$ cat src/rtl/mem_access_unit_pkg.sv
// Shared encodings and helpers for mem_access_unit and its lane aligner.
package mem_access_unit_pkg;

  // Access size encoding on width_in
  typedef enum logic [1:0] {
    WidthByte  = 2'd0,
    WidthHalf  = 2'd1,
    WidthWord  = 2'd2,
    WidthDword = 2'd3
  } width_e;

  typedef enum logic [1:0] {
    StIdle  = 2'd0,
    StBeat0 = 2'd1,
    StBeat1 = 2'd2,
    StHold  = 2'd3
  } state_e;

  localparam int unsigned MaxLanes = 8;

  // Byte enables over two consecutive bus words; the upper half is the second beat.
  function automatic logic [2*MaxLanes-1:0] lane_mask(input logic [1:0] width,
                                                      input logic [2:0] offset);
    logic [2*MaxLanes-1:0] ones;
    ones = (16'd1 << (5'd1 << width)) - 16'd1;
    return ones << offset;
  endfunction

endpackage

$ cat src/rtl/mem_access_unit_if.sv
// Memory bus between mem_access_unit (master) and the memory side (slave).
interface mem_access_unit_if #(
  parameter int unsigned XLEN = 64
);
  localparam int unsigned NB = XLEN / 8;

  logic            bus_req_out;
  logic            bus_we_out;
  logic [XLEN-1:0] bus_addr_out;
  logic [XLEN-1:0] bus_wdata_out;
  logic [NB-1:0]   bus_mask_out;
  logic            bus_ack_in;
  logic [XLEN-1:0] bus_rdata_in;

  modport master (
    output bus_req_out, bus_we_out, bus_addr_out, bus_wdata_out, bus_mask_out,
    input  bus_ack_in, bus_rdata_in
  );

  modport slave (
    input  bus_req_out, bus_we_out, bus_addr_out, bus_wdata_out, bus_mask_out,
    output bus_ack_in, bus_rdata_in
  );
endinterface

$ cat src/rtl/mem_lane_align.sv
// Load extraction: shift the two-beat read data down to the access offset and
// sign- or zero-extend the selected bytes to XLEN.
module mem_lane_align
  import mem_access_unit_pkg::*;
#(
  parameter int unsigned XLEN = 64
) (
  input  logic [XLEN-1:0]             lo_data,
  input  logic [XLEN-1:0]             hi_data,
  input  logic [$clog2(XLEN/8)-1:0]   offset,
  input  logic [1:0]                  width,
  input  logic                        zero_extend,
  output logic [XLEN-1:0]             result
);
  localparam int unsigned IdxW = $clog2(2 * XLEN);

  logic [2*XLEN-1:0] shifted;
  logic              sign;
  int unsigned       nbits;

  // Align, then replicate the fill bit above the access size
  always_comb begin
    shifted = {hi_data, lo_data} >> {offset, 3'b000};
    nbits   = 32'd8 << width;
    sign    = ~zero_extend & shifted[IdxW'(nbits - 1)];
    result  = shifted[XLEN-1:0];
    for (int i = 0; i < XLEN; i++) begin
      if (i >= int'(nbits)) result[i] = sign;
    end
  end
endmodule

$ cat src/rtl/mem_access_unit.sv
// Load/store unit: issues one or two bus beats per memory op and registers the
// writeback. Define MEM_MISALIGNED_SPLIT_EN to split word-spanning accesses into
// two beats; otherwise they are reported as misaligned without a bus request.
module mem_access_unit
  import mem_access_unit_pkg::*;
#(
  parameter int unsigned XLEN = 64,
  parameter int unsigned RD_W = 5
) (
  input  logic              clk,
  input  logic              rst_n,
  input  logic              stall_in,
  input  logic              flush_in,
  input  logic              valid_in,
  input  logic              read_in,
  input  logic              write_in,
  input  logic [1:0]        width_in,
  input  logic              zero_extend_in,
  input  logic [RD_W-1:0]   rd_in,
  input  logic              rd_write_in,
  input  logic [XLEN-1:0]   addr_in,
  input  logic [XLEN-1:0]   wdata_in,
  output logic              busy_out,
  output logic              valid_out,
  output logic              rd_write_out,
  output logic              misaligned_out,
  output logic [RD_W-1:0]   rd_out,
  output logic [XLEN-1:0]   rd_value_out,
  mem_access_unit_if.master bus
);
  localparam int unsigned NB   = XLEN / 8;
  localparam int unsigned OffW = $clog2(NB);
`ifdef MEM_MISALIGNED_SPLIT_EN
  localparam bit SplitEn = 1'b1;
`else
  localparam bit SplitEn = 1'b0;
`endif

  state_e            state_q, state_d;
  logic              is_load_q, span_q, kill_q, zext_q, rd_write_q;
  logic [1:0]        width_q;
  logic [RD_W-1:0]   rd_q;
  logic [OffW-1:0]   off_q;
  logic [XLEN-1:0]   base_q, rdata0_q, rdata1_q;
  logic [2*XLEN-1:0] wdata_q;
  logic [2*NB-1:0]   mask_q;

  logic [2*MaxLanes-1:0] mask_all;
  logic [2*NB-1:0]       mask_req;
  logic                  is_mem, spans, reject, accept, start, kill_now, done;
  logic [XLEN-1:0]       lo_data, hi_data, load_result;

  // Request decode in the accept cycle
  always_comb begin
    mask_all = lane_mask(width_in, 3'(addr_in[OffW-1:0]));
    mask_req = mask_all[2*NB-1:0];
    is_mem   = read_in | write_in;
    spans    = |mask_req[2*NB-1:NB];
    reject   = spans & ~SplitEn;
    accept   = valid_in & (state_q == StIdle) & ~stall_in & ~flush_in;
    start    = accept & is_mem & ~reject;
    busy_out = (state_q != StIdle) | (accept & is_mem);
    kill_now = kill_q | flush_in;
  end

  // Next state and bus drive; bus fields are held from registers so they stay stable
  always_comb begin
    state_d           = state_q;
    done              = 1'b0;
    bus.bus_req_out   = 1'b0;
    bus.bus_we_out    = 1'b0;
    bus.bus_addr_out  = '0;
    bus.bus_wdata_out = '0;
    bus.bus_mask_out  = '0;
    unique case (state_q)
      StIdle: if (start) state_d = StBeat0;
      StBeat0: begin
        bus.bus_req_out   = 1'b1;
        bus.bus_we_out    = ~is_load_q;
        bus.bus_addr_out  = base_q;
        bus.bus_wdata_out = wdata_q[XLEN-1:0];
        bus.bus_mask_out  = mask_q[NB-1:0];
        if (bus.bus_ack_in) begin
          if (span_q && SplitEn && !kill_now) begin
            state_d = StBeat1;
          end else begin
            done    = 1'b1;
            state_d = stall_in ? StHold : StIdle;
          end
        end
      end
      StBeat1: begin
        bus.bus_req_out   = 1'b1;
        bus.bus_we_out    = ~is_load_q;
        bus.bus_addr_out  = base_q + XLEN'(NB);
        bus.bus_wdata_out = wdata_q[2*XLEN-1:XLEN];
        bus.bus_mask_out  = mask_q[2*NB-1:NB];
        if (bus.bus_ack_in) begin
          done    = 1'b1;
          state_d = stall_in ? StHold : StIdle;
        end
      end
      StHold: if (!stall_in) state_d = StIdle;
      default: state_d = StIdle;
    endcase
  end

  // State register
  always_ff @(posedge clk or negedge rst_n) begin
    if (!rst_n) state_q <= StIdle;
    else        state_q <= state_d;
  end

  // Capture the accepted op and the read data of each beat
  always_ff @(posedge clk or negedge rst_n) begin
    if (!rst_n) begin
      is_load_q  <= 1'b0;
      span_q     <= 1'b0;
      kill_q     <= 1'b0;
      zext_q     <= 1'b0;
      rd_write_q <= 1'b0;
      width_q    <= 2'd0;
      rd_q       <= '0;
      off_q      <= '0;
      base_q     <= '0;
      wdata_q    <= '0;
      mask_q     <= '0;
      rdata0_q   <= '0;
      rdata1_q   <= '0;
    end else begin
      if (start) begin
        is_load_q  <= read_in;
        span_q     <= spans;
        kill_q     <= 1'b0;
        zext_q     <= zero_extend_in;
        rd_write_q <= rd_write_in;
        width_q    <= width_in;
        rd_q       <= rd_in;
        off_q      <= addr_in[OffW-1:0];
        base_q     <= {addr_in[XLEN-1:OffW], {OffW{1'b0}}};
        wdata_q    <= {{XLEN{1'b0}}, wdata_in} << {addr_in[OffW-1:0], 3'b000};
        mask_q     <= mask_req;
      end else if (state_q != StIdle && flush_in) begin
        kill_q <= 1'b1;
      end
      if (state_q == StBeat0 && bus.bus_ack_in) rdata0_q <= bus.bus_rdata_in;
      if (state_q == StBeat1 && bus.bus_ack_in) rdata1_q <= bus.bus_rdata_in;
    end
  end

  // Live read data in the ack cycle, captured data once in HOLD
  assign lo_data = (state_q == StBeat0) ? bus.bus_rdata_in : rdata0_q;
  assign hi_data = (state_q == StBeat1) ? bus.bus_rdata_in : rdata1_q;

  mem_lane_align #(
    .XLEN(XLEN)
  ) u_align (
    .lo_data    (lo_data),
    .hi_data    (hi_data),
    .offset     (off_q),
    .width      (width_q),
    .zero_extend(zext_q),
    .result     (load_result)
  );

  // Writeback registers; they hold while stalled
  always_ff @(posedge clk or negedge rst_n) begin
    if (!rst_n) begin
      valid_out      <= 1'b0;
      rd_write_out   <= 1'b0;
      misaligned_out <= 1'b0;
      rd_out         <= '0;
      rd_value_out   <= '0;
    end else if (!stall_in) begin
      valid_out      <= 1'b0;
      rd_write_out   <= 1'b0;
      misaligned_out <= 1'b0;
      if (accept && !is_mem) begin
        valid_out    <= 1'b1;
        rd_write_out <= rd_write_in;
        rd_out       <= rd_in;
        rd_value_out <= addr_in;
      end else if (accept && reject) begin
        valid_out      <= 1'b1;
        misaligned_out <= 1'b1;
        rd_out         <= rd_in;
      end else if (done || state_q == StHold) begin
        valid_out    <= ~kill_now;
        rd_write_out <= is_load_q & rd_write_q & ~kill_now;
        rd_out       <= rd_q;
        rd_value_out <= is_load_q ? load_result : '0;
      end
    end
  end
endmodule
$ cat src/flat_wrapper.sv
// flat-port wrapper written by rule: the top's interface ports become plain ports
module mem_access_unit_flat import mem_access_unit_pkg::*;
#(
  parameter int unsigned XLEN = 64,
  parameter int unsigned RD_W = 5
)
  (clk, rst_n, stall_in, flush_in, valid_in, read_in, write_in, width_in, zero_extend_in, rd_in, rd_write_in, addr_in, wdata_in, busy_out, valid_out, rd_write_out, misaligned_out, rd_out, rd_value_out, bus_bus_req_out, bus_bus_we_out, bus_bus_addr_out, bus_bus_wdata_out, bus_bus_mask_out, bus_bus_ack_in, bus_bus_rdata_in);
  mem_access_unit_if #(.XLEN(XLEN)) bus_i ();
  input  logic clk;
  input  logic rst_n;
  input  logic stall_in;
  input  logic flush_in;
  input  logic valid_in;
  input  logic read_in;
  input  logic write_in;
  input  logic [1:0] width_in;
  input  logic zero_extend_in;
  input  logic [RD_W-1:0] rd_in;
  input  logic rd_write_in;
  input  logic [XLEN-1:0] addr_in;
  input  logic [XLEN-1:0] wdata_in;
  output logic busy_out;
  output logic valid_out;
  output logic rd_write_out;
  output logic misaligned_out;
  output logic [RD_W-1:0] rd_out;
  output logic [XLEN-1:0] rd_value_out;
  output wire logic [$bits(bus_i.bus_req_out)-1:0] bus_bus_req_out;
  output wire logic [$bits(bus_i.bus_we_out)-1:0] bus_bus_we_out;
  output wire logic [$bits(bus_i.bus_addr_out)-1:0] bus_bus_addr_out;
  output wire logic [$bits(bus_i.bus_wdata_out)-1:0] bus_bus_wdata_out;
  output wire logic [$bits(bus_i.bus_mask_out)-1:0] bus_bus_mask_out;
  input wire logic [$bits(bus_i.bus_ack_in)-1:0] bus_bus_ack_in;
  input wire logic [$bits(bus_i.bus_rdata_in)-1:0] bus_bus_rdata_in;
  assign bus_bus_req_out = bus_i.bus_req_out;
  assign bus_bus_we_out = bus_i.bus_we_out;
  assign bus_bus_addr_out = bus_i.bus_addr_out;
  assign bus_bus_wdata_out = bus_i.bus_wdata_out;
  assign bus_bus_mask_out = bus_i.bus_mask_out;
  assign bus_i.bus_ack_in = bus_bus_ack_in;
  assign bus_i.bus_rdata_in = bus_bus_rdata_in;
  mem_access_unit #(.XLEN(XLEN), .RD_W(RD_W)) u_core (.clk(clk), .rst_n(rst_n), .stall_in(stall_in), .flush_in(flush_in), .valid_in(valid_in), .read_in(read_in), .write_in(write_in), .width_in(width_in), .zero_extend_in(zero_extend_in), .rd_in(rd_in), .rd_write_in(rd_write_in), .addr_in(addr_in), .wdata_in(wdata_in), .busy_out(busy_out), .valid_out(valid_out), .rd_write_out(rd_write_out), .misaligned_out(misaligned_out), .rd_out(rd_out), .rd_value_out(rd_value_out), .bus(bus_i));
endmodule
$ cat config.mk
export PLATFORM = sky130hd
export DESIGN_NAME = mem_access_unit_flat
export DESIGN_NICKNAME = d
export VERILOG_FILES = /design/src/rtl/mem_access_unit_pkg.sv /design/src/rtl/mem_access_unit_if.sv /design/src/rtl/mem_lane_align.sv /design/src/rtl/mem_access_unit.sv /design/src/flat_wrapper.sv
export SDC_FILE = /design/constraint.sdc
export NUM_CORES = 1
export LEC_CHECK = 0
export CAP_MARGIN = 20
export CORE_ASPECT_RATIO = 2
export CORE_UTILIZATION = 59
export DETAILED_ROUTE_END_ITERATION = 10
export GPL_TIMING_DRIVEN = 0
export HOLD_SLACK_MARGIN = 0.05
export PLACE_DENSITY = 0.87
export SYNTH_ARGS = -nofsm -noshare
export SYNTH_HDL_FRONTEND = slang
export SYNTH_SLANG_ARGS = --single-unit
$ cat constraint.sdc
create_clock -name clk -period 5.05 [get_ports clk]
set_input_delay 1.01 -clock clk [delete_from_list [all_inputs] [get_ports clk]]
set_output_delay 1.01 -clock clk [all_outputs]
set_load 0.02 [all_outputs]
==> flow_metrics.tcl, run 1 <==
set metrics [dict create \
    ios 420 \
    grt_pass1_wl_mm 245 \
    yosysSeqAreaShare_pct 40.7 \
    error_line "[ERROR GRT-0116] Global routing finished with congestion. Check the congestion regions in the DRC Viewer." \
    synthCells 2724 \
    synth_flop_cell "dfrtp_1" \
    cts_max_level 2 \
    lastStage "5_1_grt" \
    cts_made_buffers 37 \
    num_rows 106 \
    cts_buffer_depth 3 \
    ys_warn_count 0 \
    synth_top_area_cell "dfrtp_1" \
    status "did not finish" \
    grt_pass1_vias 32000 \
    grt_max_degree 119 \
    cts_num_sinks 405 \
    cts_hold_buf 0 \
    postSynth.asyncResetShare_pct 100 \
    initial_core_util_pct 59.8 \
    hpwl_mm 101 \
    port_buffers 413 \
    overflow 343 \
    gp_congestion 1.28 \
    placed_area_mm2 0.0298 \
    synth_area_leaders "dfrtp_1, nand2_1, mux2_2" \
    ys_ff_latch 405 \
    die_w_um 147 \
    synth_top_area_share_pct 40.7 \
    groute.usage.overall_pct 76.2 \
    synth_edf_count 0 \
    place_ws_ns -0.773 \
    syn_avg_cell_area_um2 9.14 \
    die_h_um 292 \
    cts_root_buf "clkbuf_16" \
    synth_area_mm2 0.0249 \
    synth_cell_types 68 \
]
[cells by family after synthesis]
family                     Yosys count  synth area share (%)
buffers and inverters              248                  3.99
muxes                              396                  20.6
and+or+nand+nor                   1025                  17.2
adders and majority gates            7                 0.352
xor gates and xnor gates             3                 0.106
AOI/OAI and AO/OA                  639                  17.0
other                                1                0.0151
DFF                                405                  40.7
[stage by stage]
stage,std cells,utilization (%)
floorplan,2726,-
detailed placement,3682,71.5
CTS,3750,74.9
global placement,3679,71.3
[layer usage]
metal	overflow	global-route usage, %
met1	0	72.4
met2	170	95.9
met3	6	57.9
met4	166	84.6
met5	1	17.8
[cells in the mapped netlist (all sizes together), types with 33 or more instances]
library cell / number
a21oi: 107
a221oi: 35
a22o: 74
a31oi: 64
and2: 33
buf: 60
clkbuf: 164
dfrtp: 405
mux2: 180
mux2i: 141
mux4: 75
nand2: 604
nand3: 66
nor2: 215
o21ai: 193
[what timing repair did]
item / 4_1_cts
setup buffers: 5
pin swaps: 2
resized for setup: 49
setup endpoints to repair: 133
==> inputs of run 2 (changes only) <==
Settings changed: CORE_ASPECT_RATIO 2 to not set, CORE_UTILIZATION 59 to 40, HOLD_SLACK_MARGIN 0.05 to not set, PLACE_DENSITY 0.87 to not set, PLACE_DENSITY_LB_ADDON set to 0.15.
==> run 2 against run 1 <==
Effect of this change: the flow now finishes without violations; synthesized cell count did not move; area after synthesis did not move.
==> flow_metrics.tcl, run 2 <==
set metrics [dict create \
    status "finished, final reports clean" \
    layout_commonest_cell "nand2_1" \
    p_total_mw 22.0 \
    clkPwrFrac_pct 16.7 \
    ios 420 \
    synth_edf_count 0 \
    top_register "u_core.wdata_q" \
    slowest_stage "clkdlybuf4s50_1" \
    final_net_count 3413 \
    final.period_utilization_pct 99.6 \
    grt_max_degree 113 \
    grt_pass1_wl_mm 180 \
    cap_violations 0 \
    ys_ff_latch 405 \
    min_path_type "in2async" \
    r2r_cells 12 \
    synth_cell_types 68 \
    gp_congestion 1.01 \
    leakage_nw 13.9 \
    die_w_um 251 \
    crit_buf_inv 7 \
    worstPathRequired_ns 4.04 \
    critPathMaxFanout 19 \
    slew_violations 0 \
    seqPwrFrac_pct 27.1 \
    cts_num_sinks 405 \
    fmax_ghz 0.199 \
    post_drt_wl_per_cell_um 31.4 \
    fin_ws_ns 0.0184 \
    pwr-share-comb_pct 56.2 \
    grt_pass1_vias 24400 \
    antenna_found_initial 8 \
    wirelength_mm 128 \
    tightest_slew_ns 1.22 \
    netSwitchingPower_mw 10.4 \
    vias 25300 \
    die_h_um 251 \
    reg.largest.list "u_core.wdata_q (120), u_core.rd_value_out (64), u_core.rdata0_q (64)" \
    clkSlewWorstSetupHoldPaths_ns 0.06 \
    area_growth_pct 28.8 \
    cts_made_buffers 48 \
    hpwl_mm 100 \
    cellPowerDensity_mw_per_mm2 686 \
    post-route-drc-count 0 \
    placed_area_mm2 0.0302 \
    port_buffers 413 \
    dp_cells 3979 \
    max-vdd-ir-drop_mv 0.386 \
    cts_root_buf "clkbuf_16" \
    synth_area_mm2 0.0249 \
    initial_core_util_pct 40.4 \
    fin_crit_ns 5.03 \
    cts_tree "done" \
    overflow 0 \
    place_ws_ns -1.07 \
    start_kind "flop" \
    design_area_mm2 0.0321 \
    crit_top_cell "buf_6" \
    synth_area_leaders "dfrtp_1, nand2_1, mux2_2" \
    cpLargestDelayFamily "buffers and inverters" \
    ys_warn_count 0 \
    first_pass_iters 8 \
    cp.depth 10 \
    syn_avg_cell_area_um2 9.14 \
    internal_power_mw 11.6 \
    end_kind "primary output" \
    synth.most_common_cell "nand2_1" \
    largest_register_ff_count 120 \
    synthTopCellsByCount "nand2_1, dfrtp_1, nor2_1, o21ai_0, mux2_2" \
    timing.slew.headroom_pct 18.7 \
    setup_tns_ns 0 \
    synth_top_area_cell "dfrtp_1" \
    setup_viol 0 \
    groute.usage.overall_pct 39.8 \
    drive_gt1_share_pct 14.0 \
    final_util_pct 52.1 \
    finalNonFillerCells 4071 \
    viasPerCell 6.22 \
    synth_top_area_share_pct 40.7 \
    finClkSkew_ns 0.0267 \
    worstSetupPathType "reg2out" \
    layout_common_cells "nand2_1, dfrtp_1, clkdlybuf4s50_1" \
    cts_max_level 2 \
    worstSkewPairLatency_ns 0.63 \
    num_rows 91 \
    drtIter0Drc 2839 \
    hold_viol 0 \
    hold_ws_ns 0.404 \
    synth_flop_cell "dfrtp_1" \
    postSynth.asyncResetShare_pct 100 \
    yosysSeqAreaShare_pct 40.7 \
    antenna_left 0 \
    worstPathCellList "inv_1 > ha_1 > buf_6 > buf_6 > and2_1 > clkbuf_1 > buf_2 > buf_4 > a22o_1 > clkdlybuf4s50_1" \
    core_area_mm2 0.0616 \
    critical_path.max_stage_delay_ns 0.67 \
    cts_buffer_depth 3 \
    swShare_pct 47.2 \
    arrival_ns 4.02 \
    die-area_mm2 0.0632 \
    synthCells 2724 \
]
-- run 2: layout make-up --
type | instances | area [um^2]
Inverter | 24 | 90.1
Clock inverter | 16 | 208
Buffer | 221 | 986
Sequential cell | 405 | 10100
Tap cell | 837 | 1050
Fill cell | 5771 | 29500
Clock buffer | 66 | 1410
Antenna cell | 5 | 12.5
Multi-Input combinational cell | 2073 | 13900
Timing Repair Buffer | 424 | 4320
-- run 2: final timing paths --
path / from / endpoint / slack, ns
max in group asynchronous: rst_n / u_core.rd_value_out[43] / 3.03
worst max register to register: u_core.state_q[1] / u_core.rd_value_out[41] / 1.08
worst max-delay path: u_core.state_q[0] / bus_bus_wdata_out[18] / 0.02
min in group clk: u_core.wdata_q[99] / u_core.wdata_q[99] / 0.47
worst min register to register: u_core.wdata_q[99] / u_core.wdata_q[99] / 0.47
worst min-delay path: rst_n / u_core.wdata_q[1] / 0.40
-- run 2: cell families (layout without fill, tap and decap cells) --
| group | count (synthesis) | count (layout) | share of synthesized area (%) |
|---|---|---|---|
| AO/OA/AOI/OAI | 639 | 639 | 17.0 |
| XOR/XNOR | 3 | 3 | 0.106 |
| adder cells (fa/ha/maj) | 7 | 7 | 0.352 |
| buffers and inverters | 248 | 751 | 3.99 |
| flip-flops | 405 | 405 | 40.7 |
| multiplexers | 396 | 396 | 20.6 |
| other | 1 | 8 | 0.0151 |
| AND/OR/NAND/NOR | 1025 | 1025 | 17.2 |
-- run 2: repair_timing --
action                                  CTS  global route
gates resized for setup                  75            37
hold buffers                              0             0
endpoints found under the setup margin  133            63
buffers inserted                          5             3
pin swaps                                 2             2
-- run 2: metal layers --
layer  up-vias  GRT usage (%)  wire length, um
met1     12700           51.3            50500
li1      10800              -                -
met4         2           19.7             6970
met5         -              0               13
met2      1568           63.8            59000
met3       305           7.93            11500
-- run 2: power by group through the flow --
stage	clock network (mW)	logic [mW]	registers, mW
final	3.68	12.4	5.97
after global routing	3.82	12.9	6.07
after CTS	3.69	12.1	5.88
after detailed placement	0	12.1	5.92
after global placement	0	12.0	5.88
after floorplan	0	6.75	5.75
Note: power is estimated with default switching activity, not from simulation.
